**src/rtl/vga_timing_gen.sv**
```systemverilog
// Raster timing generator feeding the gfx compositor and the video output stage.
// Every output is registered from the same next-count values, so x, y, syncs,
// data-enable and strobes always describe one and the same raster position.
module vga_timing_gen #(
    parameter int H_ACTIVE = 640,
    parameter int H_FP     = 16,
    parameter int H_SYNC   = 96,
    parameter int H_BP     = 48,
    parameter int V_ACTIVE = 480,
    parameter int V_FP     = 10,
    parameter int V_SYNC   = 2,
    parameter int V_BP     = 33,
    parameter bit SYNC_POL = 1'b0,
    parameter int FRAME_W  = 16
) (
    input  logic               i_clk,
    input  logic               i_rst,
    input  logic               i_pix_en,
    output logic [15:0]        o_x,
    output logic [15:0]        o_y,
    output logic               o_h_sync,
    output logic               o_v_sync,
    output logic               o_de,
    output logic               o_line_start,
    output logic               o_frame_start,
    output logic [FRAME_W-1:0] o_frame_count
);

    localparam int H_TOTAL = H_ACTIVE + H_FP + H_SYNC + H_BP;
    localparam int V_TOTAL = V_ACTIVE + V_FP + V_SYNC + V_BP;

    localparam logic [15:0] H_LAST     = 16'(H_TOTAL - 1);
    localparam logic [15:0] V_LAST     = 16'(V_TOTAL - 1);
    localparam logic [15:0] H_ACT_END  = 16'(H_ACTIVE);
    localparam logic [15:0] V_ACT_END  = 16'(V_ACTIVE);
    localparam logic [15:0] H_SYNC_BEG = 16'(H_ACTIVE + H_FP);
    localparam logic [15:0] H_SYNC_END = 16'(H_ACTIVE + H_FP + H_SYNC);
    localparam logic [15:0] V_SYNC_BEG = 16'(V_ACTIVE + V_FP);
    localparam logic [15:0] V_SYNC_END = 16'(V_ACTIVE + V_FP + V_SYNC);

    logic               r_running;
    logic [15:0]        r_x;
    logic [15:0]        r_y;
    logic               r_h_sync;
    logic               r_v_sync;
    logic               r_de;
    logic               r_line_start;
    logic               r_frame_start;
    logic [FRAME_W-1:0] r_frame_count;

    logic        w_x_last;
    logic        w_y_last;
    logic        w_wrap;
    logic [15:0] w_x_cnt;
    logic [15:0] w_y_cnt;
    logic        w_de;
    logic        w_hs_act;
    logic        w_vs_act;

    // Next raster position and its decode; before start-up the next position is (0,0)
    always_comb begin
        w_x_last = (r_x == H_LAST);
        w_y_last = (r_y == V_LAST);
        w_wrap   = w_x_last && w_y_last;
        w_x_cnt  = 16'd0;
        w_y_cnt  = 16'd0;
        if (r_running) begin
            w_x_cnt = w_x_last ? 16'd0 : (r_x + 16'd1);
            if (w_x_last) begin
                w_y_cnt = w_y_last ? 16'd0 : (r_y + 16'd1);
            end else begin
                w_y_cnt = r_y;
            end
        end
        w_de     = (w_x_cnt < H_ACT_END) && (w_y_cnt < V_ACT_END);
        w_hs_act = (w_x_cnt >= H_SYNC_BEG) && (w_x_cnt < H_SYNC_END);
        w_vs_act = (w_y_cnt >= V_SYNC_BEG) && (w_y_cnt < V_SYNC_END);
    end

    // Raster registers: advance on pixel enables, strobes self-clear every clock
    always_ff @(posedge i_clk) begin
        if (i_rst) begin
            r_running     <= 1'b0;
            r_x           <= 16'd0;
            r_y           <= 16'd0;
            r_h_sync      <= ~SYNC_POL;
            r_v_sync      <= ~SYNC_POL;
            r_de          <= 1'b0;
            r_line_start  <= 1'b0;
            r_frame_start <= 1'b0;
            r_frame_count <= '0;
        end else begin
            r_line_start  <= 1'b0;
            r_frame_start <= 1'b0;
            if (i_pix_en) begin
                r_running     <= 1'b1;
                r_x           <= w_x_cnt;
                r_y           <= w_y_cnt;
                r_de          <= w_de;
                r_h_sync      <= w_hs_act ? SYNC_POL : ~SYNC_POL;
                r_v_sync      <= w_vs_act ? SYNC_POL : ~SYNC_POL;
                r_line_start  <= (w_x_cnt == 16'd0);
                r_frame_start <= (w_x_cnt == 16'd0) && (w_y_cnt == 16'd0);
                // the start-up (0,0) is not a completed frame
                if (r_running && w_wrap) begin
                    r_frame_count <= r_frame_count + FRAME_W'(1);
                end
            end
        end
    end

    assign o_x           = r_x;
    assign o_y           = r_y;
    assign o_h_sync      = r_h_sync;
    assign o_v_sync      = r_v_sync;
    assign o_de          = r_de;
    assign o_line_start  = r_line_start;
    assign o_frame_start = r_frame_start;
    assign o_frame_count = r_frame_count;

endmodule

```
**config.mk**
```make
export PLATFORM = sky130hd
export DESIGN_NAME = vga_timing_gen
export DESIGN_NICKNAME = d
export VERILOG_FILES = /design/src/rtl/vga_timing_gen.sv
export SDC_FILE = /design/constraint.sdc
export NUM_CORES = 1
export LEC_CHECK = 0
export ABC_AREA = 1
export CAP_MARGIN = 10
export CELL_PAD_IN_SITES_DETAIL_PLACEMENT = 0
export CELL_PAD_IN_SITES_GLOBAL_PLACEMENT = 1
export CORE_MARGIN = 2
export CORE_UTILIZATION = 39
export CTS_BUF_LIST = sky130_fd_sc_hd__clkbuf_4
export CTS_CLUSTER_SIZE = 16
export DETAILED_ROUTE_END_ITERATION = 6
export PLACE_DENSITY = 0.79
export SYNTH_ARGS = -nofsm -noshare
export SYNTH_HDL_FRONTEND = slang
export SYNTH_SLANG_ARGS = --single-unit
export TNS_END_PERCENT = 100
```
**constraint.sdc**
```tcl
create_clock -name i_clk -period 2.3 [get_ports i_clk]
set_input_delay 0.345 -clock i_clk [delete_from_list [all_inputs] [get_ports i_clk]]
set_output_delay 0.345 -clock i_clk [all_outputs]
set_load 0.1 [all_outputs]
```
After elaboration in Yosys (flattened, before gate mapping)

Index checks and enable logic that the tools add are counted.

Bits in registers: 54
Output and inout port bits: 53
Word-level logic and storage cells: 38

Add/subtract/negate cells: 3
Magnitude comparators: 6
Equality and inequality tests: 2
Muxes and demuxes: 7
Bitwise gates (word level): 1
Reduce and logical (&&, ||, !) cells: 10

Operators by type and width:

| operator              | count |
|---|---|
| $mux 16               | 5 |
| $add 16x1->16 const B | 3 |
| $eq 16x10->1 const B  | 2 |
| $logic_not 16->1      | 2 |
| $lt 16x10->1 const B  | 2 |
| $lt 16x9->1 const B   | 2 |
| $ge 16x10->1 const B  | 1 |
| $ge 16x9->1 const B   | 1 |
| $logic_and 1x1->1     | 6 |
| $mux 1                | 2 |
| $reduce_and 2->1      | 1 |
| $reduce_or 2->1       | 1 |
| $not 1->1             | 1 |

Depth between registers and ports, before layout

Depth after elaboration: 7
Gate-level depth with buffers: 17
Depth with buffers taken out: 16

Worst setup path before layout

Ideal clock, no wire load.

Path type: reg2reg
From: register r_x[0], in the netlist o_x[0]
To: register r_frame_count[7], in the netlist o_frame_count[7]
Arrival: 2.651 ns
Data required time: 2.183 ns
Path slack: -0.467 ns
Cell stages (with the launch flop): 15
Buffers on the path: 0
Period minus slack after synthesis: 2.767 ns
Cells stage by stage: dfxtp_1 > ha_1 > nand2_4 > inv_2 > nand2_2 > nor2_4 > nand2_4 > nor2_4 > nand3_4 > nor2_4 > nand3_2 > nor2_4 > nand2_1 > nand2_1 > o21ba_1

Longest elaborated chain between the ends: 4

Ends and longest elaborated chain:

| element                    | line | text |
|---|---|---|
| start, declared            | 42   | `logic [15:0] r_x;` |
| start signal, assigned     | 97   | `r_x <= w_x_cnt;` |
| $eq 16x10->1               | 62   | `w_x_last = (r_x == H_LAST);` |
| $logic_and 1x1->1          | 64   | `w_wrap = w_x_last && w_y_last;` |
| $logic_and 1x1->1          | 105  | `if (r_running && w_wrap) begin` |
| $reduce_and 2->1 (no line) | n/a  |  |
| end signal, assigned       | 106  | `r_frame_count <= r_frame_count + FRAME_W'(1);` |
| end, declared              | 49   | `logic [FRAME_W-1:0] r_frame_count;` |

Every way passes these cells.
A chain may end at the register's enable or synchronous reset.

Final worst setup path

From: register r_x[0], in the netlist o_x[0]
To: register r_v_sync, in the netlist o_v_sync

Longest elaborated chain between the ends: 6
Elaborated cells between the ends (all ways): 7
Classes of those cells: order compare (2); eq/ne (1); mux (3); reduce/logical (1)

Ends and longest elaborated chain:

| element                                    | line | text |
|---|---|---|
| $eq 16x10->1 (*)                           | 62   |  |
| $mux 16 (*)                                | 69   | `if (w_x_last) begin` |
| $mux 16 (*)                                | 67   | `if (r_running) begin` |
| $ge 16x9->1 or $lt 16x9->1 (tied branches) | 77   | `w_vs_act = (w_y_cnt >= V_SYNC_BEG) && (w_y_cnt < V_SYNC_END);` |
| $logic_and 1x1->1 (*)                      | 77   |  |
| $mux 1 (*)                                 | 101  | `r_v_sync <= w_vs_act ? SYNC_POL : ~SYNC_POL;` |
| end signal, assigned                       | 87   | `r_v_sync <= ~SYNC_POL;` |
| end signal, assigned                       | 101  |  |
| end, declared                              | 45   | `logic r_v_sync;` |

Every way passes the cells marked *; elsewhere a longest branch is shown, timed or not.

==> impl_results.md <==
* Max rail drop VDD at 218 uV
* RSZ-0062 raised after global routing: false
* Layout cell share with drive strength beyond 1 at 23.5%
* CP max stage delay at 0.41 ns
* Cell Chain, Critical Path: ha_1, nand2_4, nor2_4, nand2_2, nor2_4, nand2_2, xnor2_4, nand2_2, nor2_1, nand2_1, nand2_1, nand3b_1, nand2_1, nand2_1
* Power, Total at 0.00224 W
* Die X at 103 um
* Die Y-Extent at 103 um
* Nets at 671
* Final global-route overflow total at 0
* Residual DRC at 0
* DR vias at 4031
* Avg Inst Size Synth at 6.29 sq um
* ANT nets after route at 0
* Worst r2r src: o_x[0]$_SDFFE_PP0P_
* Io pins at 56
* Sink Count at 54
* Post-Syn Instances at 609
* Area delta synth->final at 18.7%
* Synth Cell Area at 0.00383 sq mm
* Clock buffer depth at 2
* Lkg Pwr at 1.88 nW
* Layout Utilization at 47.2%
* Period utilization at 91.9%
* FF+latch count, synth at 54
* Synth cell types at 40
* Final WL at 11.8 mm
* Skew final at 0.0199 ns
* Fin crit period at 2.11 ns
* WP data arrival at 2.44 ns
* Sequential area share after synthesis at 28.2%
* Maxcap violations at 0
* CP Capture Type: flip-flop
* H-tree depth at 2
* Initial DRC count at 164
* Die ar. at 0.0106 sq mm
* Core Rows at 36
* N_diodes at 0
* Filler cells at 1038
* Synthesized Nets at 616
* Core box area at 0.00964 sq mm
* Met1 Use GR at 29.9%
* Slew @ Worst Pin at 0.390 ns
* Dpl ws at 0.142 ns
* Hold wc startpoint: i_pix_en
* Clk_lat worst skew at 0.41 ns
* Number of synthesized flops with an enable pin at 0
* Async set or reset register ratio after synthesis at 0%
* Most used DFF post-synth: dfxtp_1
* Crit Path Class: flip-flop to flip-flop
* Largest net degree at the start of global routing at 44
* Final setup vio count at 0
* GRT Max-Usage Layer: met2
* Vias in the first global route at 3701
* Initial Util at 39.8%
* HPWL Detailed at 8.78 mm
* Gr usage total at 22.8%
* Relative slew slack at 74.0%
* Worst hold margin at 0.264 ns
* Setup tns final at 0 ns
* Syn. warnings at 0
* GR Layer Usage met2 at 39.1%
* Crit-path slowest cell: dfxtp_4
* Final hold viol count at 0
* Global-route wire length before repair at 18.8 mm
* CTS root buffer: clkbuf_4
* Fmax at 0.473 GHz
* Startpoint types: flip-flop
* Gpl congestion at 0.895
* Critical Path Most Common Cell: nand2_1
* Outcome: finished, final reports clean
* Vias per Instance at 5.05
* Initial antenna violation count at 0
* CP max FO at 7
* Worst Hold Class: input pin to flip-flop
* Wire per inst at 14.8 um
* Drt first pass iters at 5
* CTS tree: built
* Worst path required time at 2.62 ns
* Critical Path Source: o_x[0]$_SDFFE_PP0P_
* M3 GR Usage at 3.59%
* Num CTS Buffers at 5
* Port Buffer Count at 55
* Power Dens Cells at 492 mW/mm^2
* Slew Limit Fails at 0
* Clock Pin Slew Worst Setup and Hold Paths at 0.18 ns
* Setup ws final at 0.185 ns
==> final timing paths <==
path | endpoint | slack (ns) | depth (start not counted)
hold / removal | o_v_sync$_SDFFE_PP1P_ | 0.26 | 3
hold reg to reg | o_h_sync$_SDFFE_PP1P_ | 0.50 | 2
setup / recovery | o_v_sync$_SDFFE_PP1P_ | 0.19 | 14
setup reg to reg | o_v_sync$_SDFFE_PP1P_ | 0.19 | 14
==> metrics by stage <==
stage | instance area (sq um) | instances
2_1_floorplan | 3870 | 609
3_3_place_gp | 4430 | 789
3_5_place_dp | 4430 | 789
4_1_cts | 4510 | 797
5_1_grt | 4550 | 798
6_report | 4550 | 798
==> layout make-up <==
| type | instances | area (sq um) | share of cell area, % |
|---|---|---|---|
| clock buffer | 5 | 37.5 | 0.825 |
| clock inverter | 3 | 47.5 | 1.05 |
| inverter | 66 | 249 | 5.47 |
| multi-input combinational | 471 | 2420 | 53.3 |
| sequential | 54 | 1110 | 24.5 |
| tap | 133 | 166 | 3.66 |
| timing repair buffer | 66 | 508 | 11.2 |
==> report_power, final <==
group | total, W | switching (W) | internal [W]
Clock | 0.000604 | 0.000367 | 0.000237
Combinational | 0.000585 | 0.000451 | 0.000134
Sequential | 0.00105 | 0.0000719 | 0.000978
==> cell usage in the layout (no fill, tap or decap), types with 6 or more instances in the layout <==
cell type  synthesis  layout
a21oi_1           45      45
buf_4              2      63
dfxtp_1           54      31
dfxtp_2            0      21
inv_1             58      58
inv_2              6       6
nand2_1          150     150
nand2_2           13      13
nand3_1           47      45
nand3_2            7       9
nand4_1           19      19
nor2_1            82      80
nor2_2             8      10
nor2_4            12      12
nor3_1             9       9
o21ai_0           41      41
==> state kept, by name (all words and copies together) (netlist names) <==
name / count
o_h_sync: 1
o_x: 16
r_running: 1
o_frame_start: 1
o_line_start: 1
o_de: 1
o_v_sync: 1
o_frame_count: 16
o_y: 16
==> what timing repair did <==
action                                  in CTS  in global routing
setup buffers                                0                  1
endpoints found under the setup margin       0                  3
hold buffers                                 0                  0
gates resized for setup                      0                  4
==> critical path: cells and delay by family, from the launching register on <==
family | cells | cell delay [ns]
adders and majority gates | 1 | 0.24
xor gates and xnor gates | 1 | 0.19
and+or+nand+nor | 12 | 1.20
DFF | 1 | 0.41
==> synthesized netlist by cell type (all sizes together) (3+ instances only) <==
| library cell | count | area, sq um |
|---|---|---|
| nor3b | 3 | 22.5 |
| buf | 6 | 46.3 |
| dfxtp | 54 | 1080 |
| xor2 | 5 | 43.8 |
| a21oi | 46 | 234 |
| o211ai | 3 | 22.5 |
| nand3b | 3 | 22.5 |
| o21ai | 43 | 215 |
| nand2 | 166 | 678 |
| nor2 | 102 | 493 |
| ha | 4 | 50.1 |
| nor3 | 9 | 45.0 |
| nand3 | 57 | 358 |
| inv | 64 | 240 |
| nand4 | 19 | 119 |
| clkbuf | 12 | 46.3 |
==> routing by layer <==
metal,wire length (um),vias to the layer above
li1,-,2094
met1,5460,1821
met2,5610,103
met3,534,13
met4,173,0
met5,0,-
==> cell families (layout without fill, tap and decap cells) <==
group	Yosys count	in the layout	share of synthesized area, %
and+or+nand+nor	362	362	46.0
AOI/OAI and AO/OA	99	99	13.7
buffers and inverters	84	140	8.91
DFF	54	54	28.2
xor gates and xnor gates	6	6	1.86
adders and majority gates	4	4	1.31
(Power assumes the default switching activity.)
